==> config.mk <==
export PLATFORM = sky130hd
export DESIGN_NAME = if_fetch_stage
export DESIGN_NICKNAME = d
export VERILOG_FILES = /design/src/rtl/if_fetch_stage.sv
export SDC_FILE = /design/constraint.sdc
export NUM_CORES = 1
export LEC_CHECK = 0
export CAP_MARGIN = 20
export CORE_UTILIZATION = 35
export DETAILED_ROUTE_END_ITERATION = 8
export GPL_TIMING_DRIVEN = 0
export MAX_ROUTING_LAYER = met4
export SKIP_LAST_GASP = 1
export SLEW_MARGIN = 10
export SYNTH_ARGS = -nofsm -noshare
export SYNTH_HDL_FRONTEND = slang
export SYNTH_SLANG_ARGS = --single-unit
==> constraint.sdc <==
create_clock -name clk -period 5.25 [get_ports clk]
set_input_delay 1.05 -clock clk [delete_from_list [all_inputs] [get_ports clk]]
set_output_delay 1.05 -clock clk [all_outputs]
set_load 0.05 [all_outputs]
==> src/rtl/if_fetch_stage.sv <==
// Instruction-fetch stage: owns the PC, fetches one word over imem req/ack, holds it in IF/ID.
// Latency: imem_ack -> instr_valid is 1 cycle; at best one word is issued every 2 cycles.
// Backpressure: stall=1 holds instr/pc_out/state; no new request is issued until the word is consumed.
//
// Ports:
//   clk, reset          single rising-edge clock, synchronous active-high reset
//   stall               decode not ready; the held word is kept
//   pc_sel, branch_imm  branch taken / byte offset (from Cloud) for the word being consumed
//   imem_req/addr/ack/rdata  instruction memory handshake; addr always equals pc_out
//   instr, opcode, cloud_instr  IF/ID word and its slices [31:26] and [15:0]
//   pc_out              address of the held or in-flight word
//   instr_valid         instr holds an unconsumed word
//   fetch_timeout       sticky; memory failed to ack within MAX_WAIT request cycles
//   fetch_count         (only with FETCH_CNT_EN defined) number of consumed words, wraps at 2^32
//
// Optional feature macro: FETCH_CNT_EN adds the fetch_count output and its counter.

module if_fetch_stage #(
  parameter logic [31:0] PC_RESET = 32'h0000_0000,
  parameter int unsigned MAX_WAIT = 15
) (
  input  logic        clk,
  input  logic        reset,
  input  logic        stall,
  input  logic        pc_sel,
  input  logic [31:0] branch_imm,
  output logic        imem_req,
  output logic [31:0] imem_addr,
  input  logic        imem_ack,
  input  logic [31:0] imem_rdata,
  output logic [31:0] instr,
  output logic [5:0]  opcode,
  output logic [15:0] cloud_instr,
  output logic [31:0] pc_out,
  output logic        instr_valid,
  output logic        fetch_timeout
`ifdef FETCH_CNT_EN
  ,
  output logic [31:0] fetch_count
`endif
);

  typedef enum logic [1:0] {
    S_IDLE  = 2'd0,
    S_REQ   = 2'd1,
    S_VALID = 2'd2,
    S_ERR   = 2'd3
  } state_t;

  // MAX_WAIT is limited to 1..255, so an 8-bit wait counter always suffices.
  localparam logic [7:0] WAIT_LAST = 8'(MAX_WAIT - 1);

  state_t      state;
  logic [7:0]  wait_cnt;
  logic [31:0] seq_pc;
  logic [31:0] tgt_pc;
  logic [31:0] next_pc;
  logic        consume;

  // Branch target is relative to the sequential PC (pc+4), all modulo 2^32.
  // The low two bits are cleared so an unaligned offset can never misalign the PC.
  assign seq_pc  = pc_out + 32'd4;
  assign tgt_pc  = seq_pc + branch_imm;
  assign next_pc = pc_sel ? {tgt_pc[31:2], 2'b00} : {seq_pc[31:2], 2'b00};

  assign consume = (state == S_VALID) && !stall;

  always_ff @(posedge clk) begin
    if (reset) begin
      state         <= S_IDLE;
      pc_out        <= PC_RESET;
      instr         <= 32'h0;
      instr_valid   <= 1'b0;
      imem_req      <= 1'b0;
      fetch_timeout <= 1'b0;
      wait_cnt      <= 8'h0;
    end else begin
      case (state)
        S_IDLE: begin
          state    <= S_REQ;
          imem_req <= 1'b1;
          wait_cnt <= 8'h0;
        end

        S_REQ: begin
          if (imem_ack) begin
            instr       <= imem_rdata;
            instr_valid <= 1'b1;
            imem_req    <= 1'b0;
            wait_cnt    <= 8'h0;
            state       <= S_VALID;
          end else if (wait_cnt == WAIT_LAST) begin
            // Memory never answered: park in ERR until reset.
            imem_req      <= 1'b0;
            fetch_timeout <= 1'b1;
            state         <= S_ERR;
          end else begin
            wait_cnt <= wait_cnt + 8'd1;
          end
        end

        S_VALID: begin
          // pc_sel/branch_imm only matter on the consuming cycle.
          if (consume) begin
            pc_out      <= next_pc;
            instr_valid <= 1'b0;
            imem_req    <= 1'b1;
            wait_cnt    <= 8'h0;
            state       <= S_REQ;
          end
        end

        S_ERR: begin
          imem_req    <= 1'b0;
          instr_valid <= 1'b0;
        end

        default: begin
          state       <= S_IDLE;
          imem_req    <= 1'b0;
          instr_valid <= 1'b0;
        end
      endcase
    end
  end

`ifdef FETCH_CNT_EN
  always_ff @(posedge clk) begin
    if (reset) begin
      fetch_count <= 32'h0;
    end else if (consume) begin
      fetch_count <= fetch_count + 32'd1;
    end
  end
`endif

  // The request address is the PC itself, so it is stable for the whole REQ phase.
  assign imem_addr   = pc_out;
  assign opcode      = instr[31:26];
  assign cloud_instr = instr[15:0];

endmodule

# Word level (Yosys, flattened, before mapping)
# Cells that the tools add are included.
dict set report classes {
  mul 0
  eq_ne 8
  shift 0
  n_bitwise 1
  reduce_logical 12
  n_addsub 3
  order_cmp 0
  n_div 0
  muxes 16
}
# op n
set op_table {}
lappend op_table {{32-bit by 3-bit adder with 32-bit output, second input constant} 1}
lappend op_table {{32-bit adder} 1}
lappend op_table {{32-bit two-way mux} 1}
lappend op_table {{8-bit two-way mux} 3}
lappend op_table {{8-bit one-hot mux with 3 select lines} 1}
lappend op_table {{3-bit AND reduction} 4}
lappend op_table {{8-bit by 1-bit adder with 8-bit output, second input constant} 1}
lappend op_table {{8-bit by 4-bit == test with 1-bit output, second input constant} 1}
lappend op_table {{2-bit two-way mux} 3}
lappend op_table {{3-bit inequality test, second input constant} 2}
lappend op_table {{2-bit one-hot mux with 3 select lines} 1}
lappend op_table {{2-bit AND reduction} 3}
lappend op_table {{3-bit nonzero test} 2}
lappend op_table {{1-bit two-way mux} 5}
lappend op_table {{2-bit == test, second input constant} 2}
lappend op_table {{2-bit inequality test, second input constant} 2}
lappend op_table {{1-bit one-hot mux with 4 select lines} 1}
lappend op_table {{1-bit one-hot mux with 3 select lines} 1}
lappend op_table {{2-bit by 1-bit == test with 1-bit output, second input constant} 1}
lappend op_table {{2-bit zero test} 1}
lappend op_table {{1-bit logical AND} 1}
lappend op_table {{1-bit zero test} 1}
lappend op_table {{1-bit NOT} 1}
dict set report totals {
  ram_bits 0
  mem_count 0
  reg_bits 77
  out_inout_bits 121
  mem_bits_ro 0
  latch_bits 0
  word_cells 47
}

# Logic depth before layout (Yosys ltp)
# Gate-level depths: netlist of run 1.
dict set report depth {
  depth_word 4
  depth_mapped 19
  depth_no_buf 18
}

# Worst setup path after synthesis of run 1
# No wires, ideal clock.
dict set report synth_path {
  kind {reg2reg}
  start {reg pc_out[4], in the netlist imem_addr[4]}
  end {reg pc_out[31], in the netlist imem_addr[31]}
  path_stages_with_launch 19
  setup_slack_ns 0.967
  arrival_ns 4.217
  setup_time_ns 0.066
  path_cell_list {dfxtp_1 -> nand3_2 -> nor3_4 -> nand4_4 -> nor3_4 -> and3_4 -> and3_2 -> nand3_1 -> xnor2_1 -> ha_1 -> a21o_1 -> a21oi_1 -> o31ai_1 -> mux2_2 -> o31ai_1 -> a211oi_1 -> xnor2_1 -> a21bo_1 -> a21oi_2}
}
dict set report synth_between {
  elab_chain_cells 3
}
# element line_no
set synth_lines {}
lappend synth_lines {{from (decl)} 34} ;# output logic [31:0] pc_out,
lappend synth_lines {{from (signal assigned)} 105} ;# pc_out <= next_pc;
lappend synth_lines {{32-bit by 3-bit adder with 32-bit output (*)} 62} ;# assign seq_pc = pc_out + 32'd4;
lappend synth_lines {{32-bit adder} 63} ;# assign tgt_pc = seq_pc + branch_imm;
lappend synth_lines {{32-bit two-way mux (*)} 64} ;# assign next_pc = pc_sel ? {tgt_pc[31:2], 2'b00} : {seq_pc[31:2], 2'b00};
# Every way passes the cells marked *; elsewhere a longest branch is shown, timed or not.
# A chain may end at the register's enable or synchronous reset.

# Final worst setup path of run 1
# Ends and elaborated chain as after synthesis.

==> metrics.md, run 1 <==
| Metric | Value |
|---|---|
| Detailed placement HPWL | about 15000 µm |
| Drt drc | 0 |
| Global-route wire length before repair | ~30000 µm |
| Row count | 46 |
| Slew Limit Headroom | 0.504 |
| Simple-gate share of the synthesized area | 0.231 |
| Max clock buf depth | 2 |
| Die Area | approximately 0.017 mm² |
| Static leakage | about 3.3 nW |
| Yosys reg bits | 75 |
| Setup crit start | imem_addr[4] |
| Hold buffers post-CTS | 0 |
| Critical path endpoint category | flop |
| Initial antenna violation count | 0 |
| Largest family of logic cells by synthesized area | simple AND/OR/NAND/NOR gates |
| Hold WS | 0.450 ns |
| Worst-Skew Late Latency | ~0.34 ns |
| Post-synth design cell area | roughly 0.0058 mm² |
| Clock transition at path regs | 0.06 ns |
| Multiplexer share of the synthesized area | 0.00878 |
| WL/cell | ~16 µm |
| Status | finished, final reports clean |
| Worst-Margin Slew | ~0.74 ns |
| Worst hold start | fetch_timeout |
| Hold Path Class | flop to flop |
| # setup viols final | 0 |
| Via density | around 5 |
| Total chip power | 1.80 mW |
| Register area | 0.00150 mm² |
| Clock Tree Root | clkbuf_16 |
| Number of synthesized flops with an enable pin | 0 |
| H-Tree Depth | 3 |
| Fin crit share | 0.914 |
| Dominant synthesized flop cell | dfxtp_1 |
| Vias in the first global route | between 5000 and 6000 |
| Critical path fanouts, max | 8 |
| Max-slew violations | 0 |
| Initial DRC Count | approximately 360 |
| CTS Buf Count | 9 |
| Synth Area in XOR/XNOR | 0.0810 |
| RSZ-0062 raised after global routing | no |
| PwrDens | between 200 and 250 mW/mm² |
| Core ar. | around 0.016 mm² |
| Postcts setup bufs | 0 |
| Yosys cell types | between 60 and 70 |
| Max Fclk | roughly 0.21 GHz |
| Drt first pass iters | 5 |
| Max IR drop VDD | between 0.1 and 0.15 mV |
| Reg2reg start | imem_addr[4] |
| Routability Congestion | about 0.88 |
| Synth Instances | around 800 |
| PostCTS Resize Cnt | 0 |
| Vias | between 6000 and 7000 |
| Clk_skew | a little over 0.005 ns |
| Layout Area Growth over Synthesis | 41.6% |
| Ant diodes | 0 |
| Syn_area_per_cell | roughly 7.5 µm² |
| Compound-Gate Fraction of Synth Area | 0.219 |
| Final TNS setup | 0 ns |
| CTS tree | done |
| Ratio of cells with drive above 1 in the final layout | 0.0964 |
| Largest net degree at the start of global routing | 14 |
| Hold Vio Cnt, Final | 0 |
| WP data arrival | around 5 ns |
| Max-Cap Viols | 0 |
| Min cycle time layout | 4.80 ns |
| Async set-reset flop share out of synthesis | 0 |
| Req. time, crit path | approximately 5.5 ns |
| Synth Area in Adders | 0.0870 |
| I/O pins | between 150 and 200 |
| Footprint of the multi-input gates | roughly 0.0037 mm² |
| Setup crit start kind | flop |
| Total track usage | 0.224 |
| Width of the chip | roughly 130 µm |
| Initial Util | 0.363 |
| Port Buf Inserts | around 180 |
| CP Class | flop to flop |
| Number of fill cells | 1631 |
| CTS Sinks | between 70 and 80 |
| Die Span Y | around 130 µm |
| Antenna Violating Nets Remaining | 0 |
| DRT Wirelength | ~19000 µm |
| Synth warn | 0 |
| NumNets Final | 1089 |
| Register area share after synthesis | 0.257 |
| GRT Residual Overflow | 0 |
==> logic make-up after synthesis <==
family / after synthesis
simple gates: 282
fa+ha+maj: 40
compound gates: 214
buf+inv: 113
mux: 5
xor+xnor: 54
flops: 75
other cells: 1
==> sequential cells by signal, indices dropped and copies added, names as in the netlist <==
| name | count |
|---|---|
| instr | 32 |
| imem_addr | 30 |
| wait_cnt | 8 |
| state | 2 |
| fetch_timeout | 1 |
| imem_req | 1 |
| instr_valid | 1 |
==> power by group <==
| part | leakage, nW | switching (mW) | internal, mW |
|---|---|---|---|
| registers | 0.609 | 0.0230 | 0.591 |
| clock network | 0.156 | 0.256 | 0.432 |
| logic | 2.52 | 0.300 | 0.198 |
==> layer usage <==
metal  share of wire  GRT usage  wire length [µm]  vias up
li1                -          -                 -     3078
met1            0.48      0.298              9140     2794
met2            0.46      0.355              8750      194
met3           0.046     0.0258               879       15
met4           0.013     0.0673               255        0
met5               0          -                 0        -
==> metrics by stage <==
stage	std cells	setup slack, ns	util	area (µm²)
6_report	1201	0.453	0.513	8270
5_1_grt	1201	0.0700	0.513	8270
4_1_cts	1201	0.463	0.513	8270
3_5_place_dp	1185	0.484	0.493	7950
3_3_place_gp	1185	0.541	0.493	7950
2_1_floorplan	787	0.967	-	5850
==> Yosys cell counts (all sizes together), types with 11 or more instances <==
| cell type | count | share of area |
|---|---|---|
| a211oi | 15 | 0.020 |
| a21o | 16 | 0.021 |
| a21oi | 99 | 0.085 |
| a31oi | 11 | 0.012 |
| and3 | 11 | 0.013 |
| buf | 60 | 0.076 |
| clkbuf | 35 | 0.028 |
| dfxtp | 75 | 0.26 |
| ha | 39 | 0.084 |
| inv | 18 | 0.012 |
| nand2 | 120 | 0.077 |
| nand3 | 25 | 0.024 |
| nor2 | 63 | 0.040 |
| nor3 | 20 | 0.023 |
| o21ai | 38 | 0.033 |
| xnor2 | 36 | 0.054 |
| xor2 | 18 | 0.027 |
==> worst max-delay path, stage by stage, from the launching register on <==
cell,delay [ns]
dfxtp_1,0.53
nand3_2,0.18
nor2_1,0.20
nand2_1,0.16
or3_1,0.34
clkbuf_1,0.19
nor3_1,0.33
nand2_1,0.17
xnor2_1,0.18
ha_1,0.41
a21o_1,0.17
a21o_1,0.14
a21oi_1,0.07
o31ai_1,0.46
mux2_2,0.25
o31ai_1,0.06
a211oi_1,0.40
xnor2_1,0.16
a21bo_1,0.22
a21oi_2,0.10
==> layout by cell type (no fill, tap or decap), drive strengths merged, types with 25 or more instances in the layout <==
cell type      count
a21oi             99
xnor2             36
nand2            120
o21ai             38
ha                39
nor2              63
clkdlybuf4s50    182
nand3             25
dfxtp             75
buf               60
clkbuf            46
==> final timing paths <==
kind / to / slack [ns] / cells past startpoint
setup / recovery: imem_addr[31] / 0.45 / 19
hold / removal: fetch_timeout / 0.45 / 2
setup reg to reg: imem_addr[31] / 0.45 / 19
hold reg to reg: fetch_timeout / 0.45 / 2
==> area by class of cell <==
cell class	count	share of cell area
buffer	95	0.0734
clock buffer	11	0.0293
clock inverter	5	0.0103
inverter	18	0.00817
multi-input combinational	599	0.444
sequential	75	0.181
tap	216	0.0327
timing repair buffer	182	0.220
Power figures use the tool's default switching activity.
==> inputs of run 2 (changes only) <==
CAP_MARGIN = default   (was 20)
CTS_CLUSTER_SIZE = 25   (was default)
==> results of run 2 <==
The final DEF is identical to that of run 1; final timing and power are the same.
==> inputs of run 3 (changes only) <==
SKIP_CTS_REPAIR_TIMING = 1   (was default)
==> results of run 3 <==
The final DEF is identical to that of run 1; final timing and power are the same.
